## src/rtl/game_pkg.sv

```systemverilog
// Shared types and constants for the dinosaur runner game controller.
package game_pkg;
  typedef enum logic [1:0] {IDLE, RUN, OVER} state_t;
  localparam int BCD_DIGITS = 4;
  localparam int BCD_W      = 16;
  localparam logic [BCD_W-1:0] BCD_MAX = 16'h9999;
endpackage

```

## src/rtl/game_ctrl_if.sv

```systemverilog
// Control/status bundle between the game controller and its neighbours.
interface game_ctrl_if import game_pkg::*; ();
  logic             START;
  logic             fresh;
  logic             dino_px;
  logic             obstacle_px;
  logic             game_status;
  logic             game_over;
  logic [BCD_W-1:0] score;
  logic [BCD_W-1:0] hi_score;
  logic             frame_tick;

  modport master (
    output START, fresh, dino_px, obstacle_px,
    input  game_status, game_over, score, hi_score, frame_tick
  );
  modport slave (
    input  START, fresh, dino_px, obstacle_px,
    output game_status, game_over, score, hi_score, frame_tick
  );
endinterface

```

## src/rtl/game_ctrl_bcd_counter4.sv

```systemverilog
// Four-digit BCD up-counter with per-digit ripple carry, holding at 9999.
module bcd_counter4
  import game_pkg::*;
(
  input  logic             clk,
  input  logic             rst,
  input  logic             clr,
  input  logic             inc,
  output logic [BCD_W-1:0] value
);
  logic [BCD_DIGITS-1:0] carry;
  logic                  sat;

  assign sat      = (value == BCD_MAX);
  assign carry[0] = inc & ~sat;

  for (genvar d = 0; d < BCD_DIGITS; d++) begin : g_dig
    logic [3:0] dig_q;
    assign value[4*d +: 4] = dig_q;

    if (d < BCD_DIGITS-1) begin : g_cy
      assign carry[d+1] = carry[d] & (dig_q == 4'd9);
    end

    always_ff @(posedge clk or posedge rst) begin
      if (rst)           dig_q <= '0;
      else if (clr)      dig_q <= '0;
      else if (carry[d]) dig_q <= (dig_q == 4'd9) ? 4'd0 : dig_q + 4'd1;
    end
  end
endmodule

```

## src/rtl/game_ctrl.sv

```systemverilog
// Game state machine, per-frame dino/obstacle overlap detection and BCD scoring.
module game_ctrl
  import game_pkg::*;
#(
  parameter int HIT_THRESH = 4,
  parameter int SCORE_DIV  = 6,
  parameter int HIT_CNT_W  = 12
) (
  input  logic      CLK,
  input  logic      RESET,
  game_ctrl_if.slave bus
);
  localparam int DIV_W = (SCORE_DIV > 1) ? $clog2(SCORE_DIV) : 1;

  state_t               state, state_nxt;
  logic                 fresh_q, frame_tick;
  logic [HIT_CNT_W-1:0] hit_cnt;
  logic [DIV_W-1:0]     div_cnt;
  logic [BCD_W-1:0]     score, hi_score;
  logic                 game_status, game_over;
  logic                 clr, adv, load_hi, collide, div_wrap, hit;

  always_ff @(posedge CLK or posedge RESET) begin
    if (RESET) begin
      fresh_q    <= 1'b1;
      frame_tick <= 1'b0;
    end else begin
      fresh_q    <= bus.fresh;
      frame_tick <= fresh_q & ~bus.fresh;
    end
  end

  assign collide  = (hit_cnt >= HIT_CNT_W'(HIT_THRESH));
  assign div_wrap = (div_cnt == DIV_W'(SCORE_DIV-1));
  assign hit      = bus.dino_px & bus.obstacle_px;

  // A collision tick takes priority over the score advance on that tick.
  always_comb begin
    state_nxt = state;
    clr       = 1'b0;
    adv       = 1'b0;
    load_hi   = 1'b0;
    case (state)
      IDLE, OVER: begin
        if (bus.START) begin
          state_nxt = RUN;
          clr       = 1'b1;
        end
      end
      RUN: begin
        if (frame_tick) begin
          if (collide) begin
            state_nxt = OVER;
            load_hi   = (score > hi_score);
          end else begin
            adv = 1'b1;
          end
        end
      end
      default: state_nxt = IDLE;
    endcase
  end

  always_ff @(posedge CLK or posedge RESET) begin
    if (RESET) begin
      state       <= IDLE;
      game_status <= 1'b0;
      game_over   <= 1'b0;
    end else begin
      state       <= state_nxt;
      game_status <= (state_nxt == RUN);
      game_over   <= (state_nxt == OVER);
    end
  end

  // The pixel pair arriving on the tick cycle belongs to neither frame.
  always_ff @(posedge CLK or posedge RESET) begin
    if (RESET)                   hit_cnt <= '0;
    else if (clr || frame_tick)  hit_cnt <= '0;
    else if (state == RUN && hit && !(&hit_cnt))
                                 hit_cnt <= hit_cnt + 1'b1;
  end

  always_ff @(posedge CLK or posedge RESET) begin
    if (RESET)    div_cnt <= '0;
    else if (clr) div_cnt <= '0;
    else if (adv) div_cnt <= div_wrap ? '0 : div_cnt + 1'b1;
  end

  always_ff @(posedge CLK or posedge RESET) begin
    if (RESET)        hi_score <= '0;
    else if (load_hi) hi_score <= score;
  end

  bcd_counter4 u_score (
    .clk   (CLK),
    .rst   (RESET),
    .clr   (clr),
    .inc   (adv & div_wrap),
    .value (score)
  );

  assign bus.game_status = game_status;
  assign bus.game_over   = game_over;
  assign bus.score       = score;
  assign bus.hi_score    = hi_score;
  assign bus.frame_tick  = frame_tick;
endmodule
```

## src/flat_wrapper.sv

```systemverilog
// flat-port wrapper written by rule: the top's interface ports become plain ports
module game_ctrl_flat import game_pkg::*;
#(
  parameter int HIT_THRESH = 4,
  parameter int SCORE_DIV  = 6,
  parameter int HIT_CNT_W  = 12
)
  (CLK, RESET, bus_START, bus_fresh, bus_dino_px, bus_obstacle_px, bus_game_status, bus_game_over, bus_score, bus_hi_score, bus_frame_tick);
  game_ctrl_if bus_i ();
  input  logic CLK;
  input  logic RESET;
  input wire logic [$bits(bus_i.START)-1:0] bus_START;
  input wire logic [$bits(bus_i.fresh)-1:0] bus_fresh;
  input wire logic [$bits(bus_i.dino_px)-1:0] bus_dino_px;
  input wire logic [$bits(bus_i.obstacle_px)-1:0] bus_obstacle_px;
  output wire logic [$bits(bus_i.game_status)-1:0] bus_game_status;
  output wire logic [$bits(bus_i.game_over)-1:0] bus_game_over;
  output wire logic [$bits(bus_i.score)-1:0] bus_score;
  output wire logic [$bits(bus_i.hi_score)-1:0] bus_hi_score;
  output wire logic [$bits(bus_i.frame_tick)-1:0] bus_frame_tick;
  assign bus_i.START = bus_START;
  assign bus_i.fresh = bus_fresh;
  assign bus_i.dino_px = bus_dino_px;
  assign bus_i.obstacle_px = bus_obstacle_px;
  assign bus_game_status = bus_i.game_status;
  assign bus_game_over = bus_i.game_over;
  assign bus_score = bus_i.score;
  assign bus_hi_score = bus_i.hi_score;
  assign bus_frame_tick = bus_i.frame_tick;
  game_ctrl #(.HIT_THRESH(HIT_THRESH), .SCORE_DIV(SCORE_DIV), .HIT_CNT_W(HIT_CNT_W)) u_core (.CLK(CLK), .RESET(RESET), .bus(bus_i));
endmodule
```

## config.mk

```make
export PLATFORM = sky130hd
export DESIGN_NAME = game_ctrl_flat
export DESIGN_NICKNAME = d
export VERILOG_FILES = /design/src/rtl/game_pkg.sv /design/src/rtl/game_ctrl_if.sv /design/src/rtl/game_ctrl_bcd_counter4.sv /design/src/rtl/game_ctrl.sv /design/src/flat_wrapper.sv
export SDC_FILE = /design/constraint.sdc
export NUM_CORES = 1
export LEC_CHECK = 0
export ABC_AREA = 1
export CORE_MARGIN = 2
export CORE_UTILIZATION = 35
export DETAILED_ROUTE_END_ITERATION = 16
export PLACE_DENSITY = 0.68
export SYNTH_ARGS = -nofsm -noshare
export SYNTH_HDL_FRONTEND = slang
export SYNTH_SLANG_ARGS = --single-unit
```

## constraint.sdc

```tcl
create_clock -name CLK -period 1.7 [get_ports CLK]
set_clock_uncertainty 0.15 [all_clocks]
set_input_delay 0.34 -clock CLK [delete_from_list [all_inputs] [get_ports CLK]]
set_output_delay 0.34 -clock CLK [all_outputs]
set_load 0.03 [all_outputs]
```

# Word-level counts from Yosys, hierarchy flattened
# Cells that the tools add are included.
# word_totals
reg_bits,53
latch_bits,0
mem_bits_rw,0
mem_bits_ro,0
input_bits,6
output_inout_bits,35
wordCells,81
memories,0
# op_classes
n_addsub,6
n_mul,0
n_div,0
magnitude_cmp,2
eq_ne,10
shifts,0
muxes,29
bitwise,9
reduce_logical,13
# op_table
op,n
2-to-1 mux 4 bit,12
2-to-1 mux 12 bit,2
"adder 4 x 1 -> 4 bit, second input constant",4
"== test 16 bit, second input constant",1
"== test 4 bit, second input constant",4
> comparator 16 bit,1
"adder 12 x 1 -> 12 bit, second input constant",1
"greater-or-equal comparator 12 x 3 -> 1 bit, second input constant",1
AND reduction 12 bit,1
nonzero test 2 bit,6
2-to-1 mux 3 bit,3
2-to-1 mux 1 bit,8
bitwise AND 1 bit,7
2-to-1 mux 2 bit,3
"== test 2 x 1 -> 1 bit, second input constant",2
"== test 2 bit, second input constant",2
case mux 2 bit (2 select lines),1
"adder 3 x 1 -> 3 bit, second input constant",1
"== test 3 bit, second input constant",1
logical AND 1 bit,2
zero test 2 bit,1
NOT 1 bit,2
OR reduction 2 bit,1
zero test 1 bit,1
logical OR 1 bit,1

# Depth between registers and ports, before layout
# depth
ltp_word,11
depth_mapped,14
mapped_depth_nobuf,13

# Cells and area by module
# From an unflattened synthesis, not the netlist that was laid out.
# unflattened
hier_cells,434
hier_area_um2,3453.3
# by_module_without_submodules
mod,instances,cells_each,area_each_um2,seq_area_each_um2
game_ctrl,1,300,2391.0,927.1
bcd_counter4,1,134,1062.3,400.4

# Least setup slack after synthesis
# Ideal clock, no wire load.
# synth_path
kind,register -> register
from,register u_core.hi_score[15] (netlist: u_core.bus.hi_score[15])
to,register u_core.hi_score[0] (netlist: u_core.bus.hi_score[0])
setup_time_ns,0.066
arrival_ns,1.811
required_time_ns,1.484
path_slack_ns,-0.327
stages_incl_launch_ff,12
n_path_buf,1
period_less_slack_ns,2.027
cell_sequence,dfrtp_1 inv_1 ha_1 nand2_1 inv_1 nand3_1 nor3_1 nor2_4 nand2_4 buf_6 nand2_1 nand2_1
# synth_between
elab_chain_cells,4
# synth_lines
element,line_no,text
"start, declared",game_ctrl.sv:19,"logic [BCD_W-1:0] score, hi_score;"
"start signal, assigned",game_ctrl.sv:92,else if (load_hi) hi_score <= score;
> comparator 16 bit,game_ctrl.sv:54,load_hi = (score > hi_score);
2-to-1 mux 1 bit,game_ctrl.sv:52,if (collide) begin
2-to-1 mux 1 bit,game_ctrl.sv:51,if (frame_tick) begin
2-to-1 mux 1 bit,game_ctrl.sv:43,case (state)
# No other way between the ends.
# A chain may end at the register's enable or synchronous reset.

# Worst setup path after layout
# layout_path
from,register u_core.u_score.g_dig[2].dig_q[1]
to,register u_core.hi_score[6] (netlist: u_core.bus.hi_score[6])
# layout_between
elab_chain_cells,4
# layout_lines
element,line_no,text
"start, declared",game_ctrl_bcd_counter4.sv:18,logic [3:0] dig_q;
"start signal, assigned",game_ctrl_bcd_counter4.sv:28,else if (carry[d]) dig_q <= (dig_q == 4'd9) ? 4'd0 : dig_q + 4'd1;
> comparator 16 bit,game_ctrl.sv:54,
2-to-1 mux 1 bit,game_ctrl.sv:52,
2-to-1 mux 1 bit,game_ctrl.sv:51,
2-to-1 mux 1 bit,game_ctrl.sv:43,
# No other way between the ends.

==> flow_metrics.tcl <==
set metrics [dict create \
    cts_max_path_buffers 2 \
    clk_pin_slew_worst_paths_ps 110 \
    final-setup-viol-count 34 \
    post_synth_edffs 0 \
    synth.lib_cells_used.distinct 32 \
    timing.critical_path.max_delay_family "compound AO/OA/AOI/OAI gates" \
    grt_use_met1_pct 21.2 \
    synth.cell_area_sq_um 3240 \
    dominant_cells_by_area_after_synthesis "dfrtp_1 40%, nand2_1 13%, nand3_1 7.7%" \
    placeable_area_sq_um 9110 \
    max_slew_margin_pct 70.3 \
    design_power_total_mw 7.27 \
    fin_ws_ps -180 \
    power-per-cell-area_nw_per_um2 1380 \
    yosys_top_cell_area_share_pct 40.2 \
    regArea_sq_um 1360 \
    min_path_type "in -> async" \
    avg_synthesized_cell_area_sq_um 7.55 \
    crit_buf_inv 1 \
    num-fill-cells 773 \
    start_util_pct 35.5 \
    grt_overflow_total 0 \
    sw_power_mw 3.46 \
    groute.layer.met2.usage_pct 32.8 \
    netlist_instances 429 \
    totalWireLength_microns 9700 \
    cell_internal_pwr_mw 3.81 \
    proportion_of_power_drawn_by_flip_flops_and_latches_pct 23.9 \
    first_global_vias 3330 \
    fmax_mhz 532 \
    place_ws_ps -267 \
    worstPathArrival_ps 1940 \
    synth.ff_latch_count 53 \
    critical_path.startpoint_type "flop" \
    final_min_period_over_clock_period_pct 111 \
    worstSetupPathType "reg -> reg" \
    result_of_the_run "complete, but fails checks" \
    footprint_of_the_multi_input_gates_sq_um 2210 \
    die_height_microns 100 \
    ctsRootBufferMaster "clkbuf_8" \
    use_met3_pct 2.79 \
    clk-insertion-delay-late_ps 310 \
    critical-path-slowest-cell "dfrtp_1" \
    critical_path_required_ps 1760 \
    num_rows 35 \
    vdd.ir_drop.worst_uv 1010 \
    worst_slew_pin_slew_ps 446 \
    synth_warnings 0 \
    cp_slowest_stage_delay_ps 440 \
    nature_of_the_critical_path_endpoint "flop" \
    timing.hold.ws_ps 289 \
    synthDominantAreaCellType "dfrtp_1" \
    critPathMaxFanout 8 \
    drc_errors 0 \
    path_cells "ha_1, a21oi_1, o21ai_1, a21oi_4, nand2_8, buf_8, nand3_2, nand2_1" \
    horizontal_die_dimension_microns 100 \
    drt_pass1_iterations 4 \
    syn-num-nets 453 \
    antenna_found_initial 0 \
    avgRoutedWirePerCell_microns 14.2 \
    dieArea_sq_um 10000 \
    seq_total_area_yosys_pct 41.0 \
    grt_pass1_wl_microns 14600 \
    via_count 3441 \
    grt_max_degree 54 \
    power_switching_share_pct 47.6 \
    rrSetupSlack_ps -180 \
    detail-route-antenna-nets 0 \
    rsz0062_at_grt "true" \
    insertedDiodeCount 0 \
    tns_ps -3550 \
    clkPwrFrac_pct 10.6 \
    cts-buffers-inserted 5 \
    finalHoldViolations 0 \
    place.port_buffers 40 \
    cts_hold_buffers 0 \
    asyncSetResetFlopFracSynth_pct 100 \
    routability_congestion_estimate_from_global_placement 0.843 \
    cts_sinks 53 \
    max_slew_violations 0 \
    busiest_layer "met2" \
    area_growth_syn_to_layout_pct 63.2 \
    synth_top_flop_cell "dfrtp_1" \
    htree_levels 2 \
    layout.nets 595 \
    io_pins 41 \
    track_usage_pct 17.6 \
    hpwlAfterDp_microns 6020 \
    drive_gt1_share_pct 51.4 \
    violations "negative setup slack" \
    p_leak_nw 2.58 \
    dr.first_iter.drc_count 116 \
    final_period_minus_worst_setup_slack_ps 1880 \
    p_comb_share_pct 65.5 \
    tritoncts "done" \
    route.detailed.vias_per_inst 5.04 \
    maxCapViolCount 0 \
]
## kinds of logic (layout without fill, tap and decap cells)
| group | Yosys count | after routing | synth area share (%) |
|---|---|---|---|
| compound gates | 48 | 48 | 8.00 |
| fa+ha+maj | 18 | 18 | 6.96 |
| buf+inv | 73 | 214 | 10.3 |
| xor+xnor | 3 | 3 | 0.812 |
| flops | 53 | 53 | 41.0 |
| simple gates | 233 | 235 | 32.6 |
| mux | 1 | 1 | 0.309 |
## path summary, 6_finish.rpt
kind,startpoint,endpoint,cells after the start
max in group asynchronous,RESET,u_core.fresh_q,3
hold reg to reg,u_core.fresh_q,u_core.bus.frame_tick,2
min in group CLK,bus_fresh,u_core.fresh_q,1
hold / removal,RESET,u_core.u_score.g_dig[0].dig_q[2],3
setup reg to reg,u_core.u_score.g_dig[2].dig_q[1],u_core.bus.hi_score[6],8
setup / recovery,u_core.u_score.g_dig[2].dig_q[1],u_core.bus.hi_score[6],8
## cell usage after synthesis (2+ instances only)
cell      instances
dfrtp_1          52
xor2_1            3
o21a_1            3
o21ai_1           6
nor4_1            3
a21oi_1          17
nor2_1           36
clkbuf_8          2
nor2_4            3
o21ai_0          17
inv_1            62
buf_2             2
buf_6             5
nand4_1           7
nand2_2           6
inv_2             2
nand3_2           2
nand2_1         113
nand3_1          50
nor3_1            9
ha_1             18
## worst register-to-register path, delay by kind of cell (launching register included)
| kind | cells | cell delay [ps] |
|---|---|---|
| AOI/OAI and AO/OA | 3 | 460 |
| DFF | 1 | 440 |
| adders and majority gates | 1 | 310 |
| and+or+nand+nor | 3 | 240 |
| buffers and inverters | 1 | 160 |
## metal layers
layer | routed length [microns] | up-vias
li1 | - | 1679
met1 | 3890 | 1677
met2 | 5370 | 70
met3 | 291 | 15
met4 | 144 | 0
met5 | 0 | -
## area by class of cell
class	instances	area share [%]
Timing Repair Buffer	142	23.0
Tap cell	111	2.63
Clock inverter	1	0.142
Clock buffer	7	1.63
Sequential cell	53	25.8
Multi-Input combinational cell	305	41.8
Inverter	64	4.95
## power groups by stage
stage / clock network, mW / logic, mW / registers (mW)
5_1_grt: 0.844 / 5.08 / 1.76
2_1_floorplan: 0 / 1.63 / 2.13
4_1_cts: 0.785 / 3.67 / 1.70
6_report: 0.773 / 4.76 / 1.73
3_3_place_gp: 0 / 3.20 / 1.71
3_5_place_dp: 0 / 3.30 / 1.72
## cells in the final DEF, fill, tap and decap left out, types with 4 or more instances in the layout
cell type        netlist  routed
nand2_1              113      84
buf_4                  0      80
inv_1                 62      42
dfrtp_2                0      28
nand3_1               50      26
dfrtp_1               52      24
nor2_1                36      23
nand2_2                6      22
nand3_2                2      21
buf_6                  5      19
inv_2                  2      14
nor2_4                 3      13
nand2_4                1      11
a21oi_1               17      11
ha_1                  18      11
dlygate4sd2_1          0      10
clkdlybuf4s15_2        0      10
o21ai_1                6       9
clkbuf_2               0       9
o21ai_2                0       8
inv_4                  0       7
nand4_1                7       7
nor3_1                 9       7
o21ai_0               17       6
ha_4                   0       6
clkbuf_8               2       6
nand3_4                0       5
a21oi_2                0       5
nand2_8                0       5
clkdlybuf4s50_1        0       5
nor2_2                 1       4
buf_2                  2       4
## flip-flops by register name, indices dropped and copies added, names as in the netlist
register,count
u_core.bus.hi_score,16
u_core.u_score.g_dig.dig_q,16
u_core.hit_cnt,12
u_core.div_cnt,3
u_core.state,2
u_core.bus.frame_tick,1
u_core.bus.game_over,1
u_core.bus.game_status,1
u_core.fresh_q,1
## stage by stage
| stage | utilization (%) | cell area, sq um | cells |
|---|---|---|---|
| detailed placement | 47.7 | 4340 | 646 |
| global route | 58.0 | 5280 | 683 |
| finish | 58.0 | 5280 | 683 |
| floorplan | - | 3320 | 429 |
| CTS | 51.9 | 4730 | 669 |
| global placement | 47.7 | 4340 | 646 |
## what timing repair did
item	in CTS	in global routing
endpoints found under the setup margin	66	61
resized for setup	119	154
cloned	1	1
pin swaps	18	55
buffers inserted	14	14
Note: power is estimated with default switching activity, not from simulation.
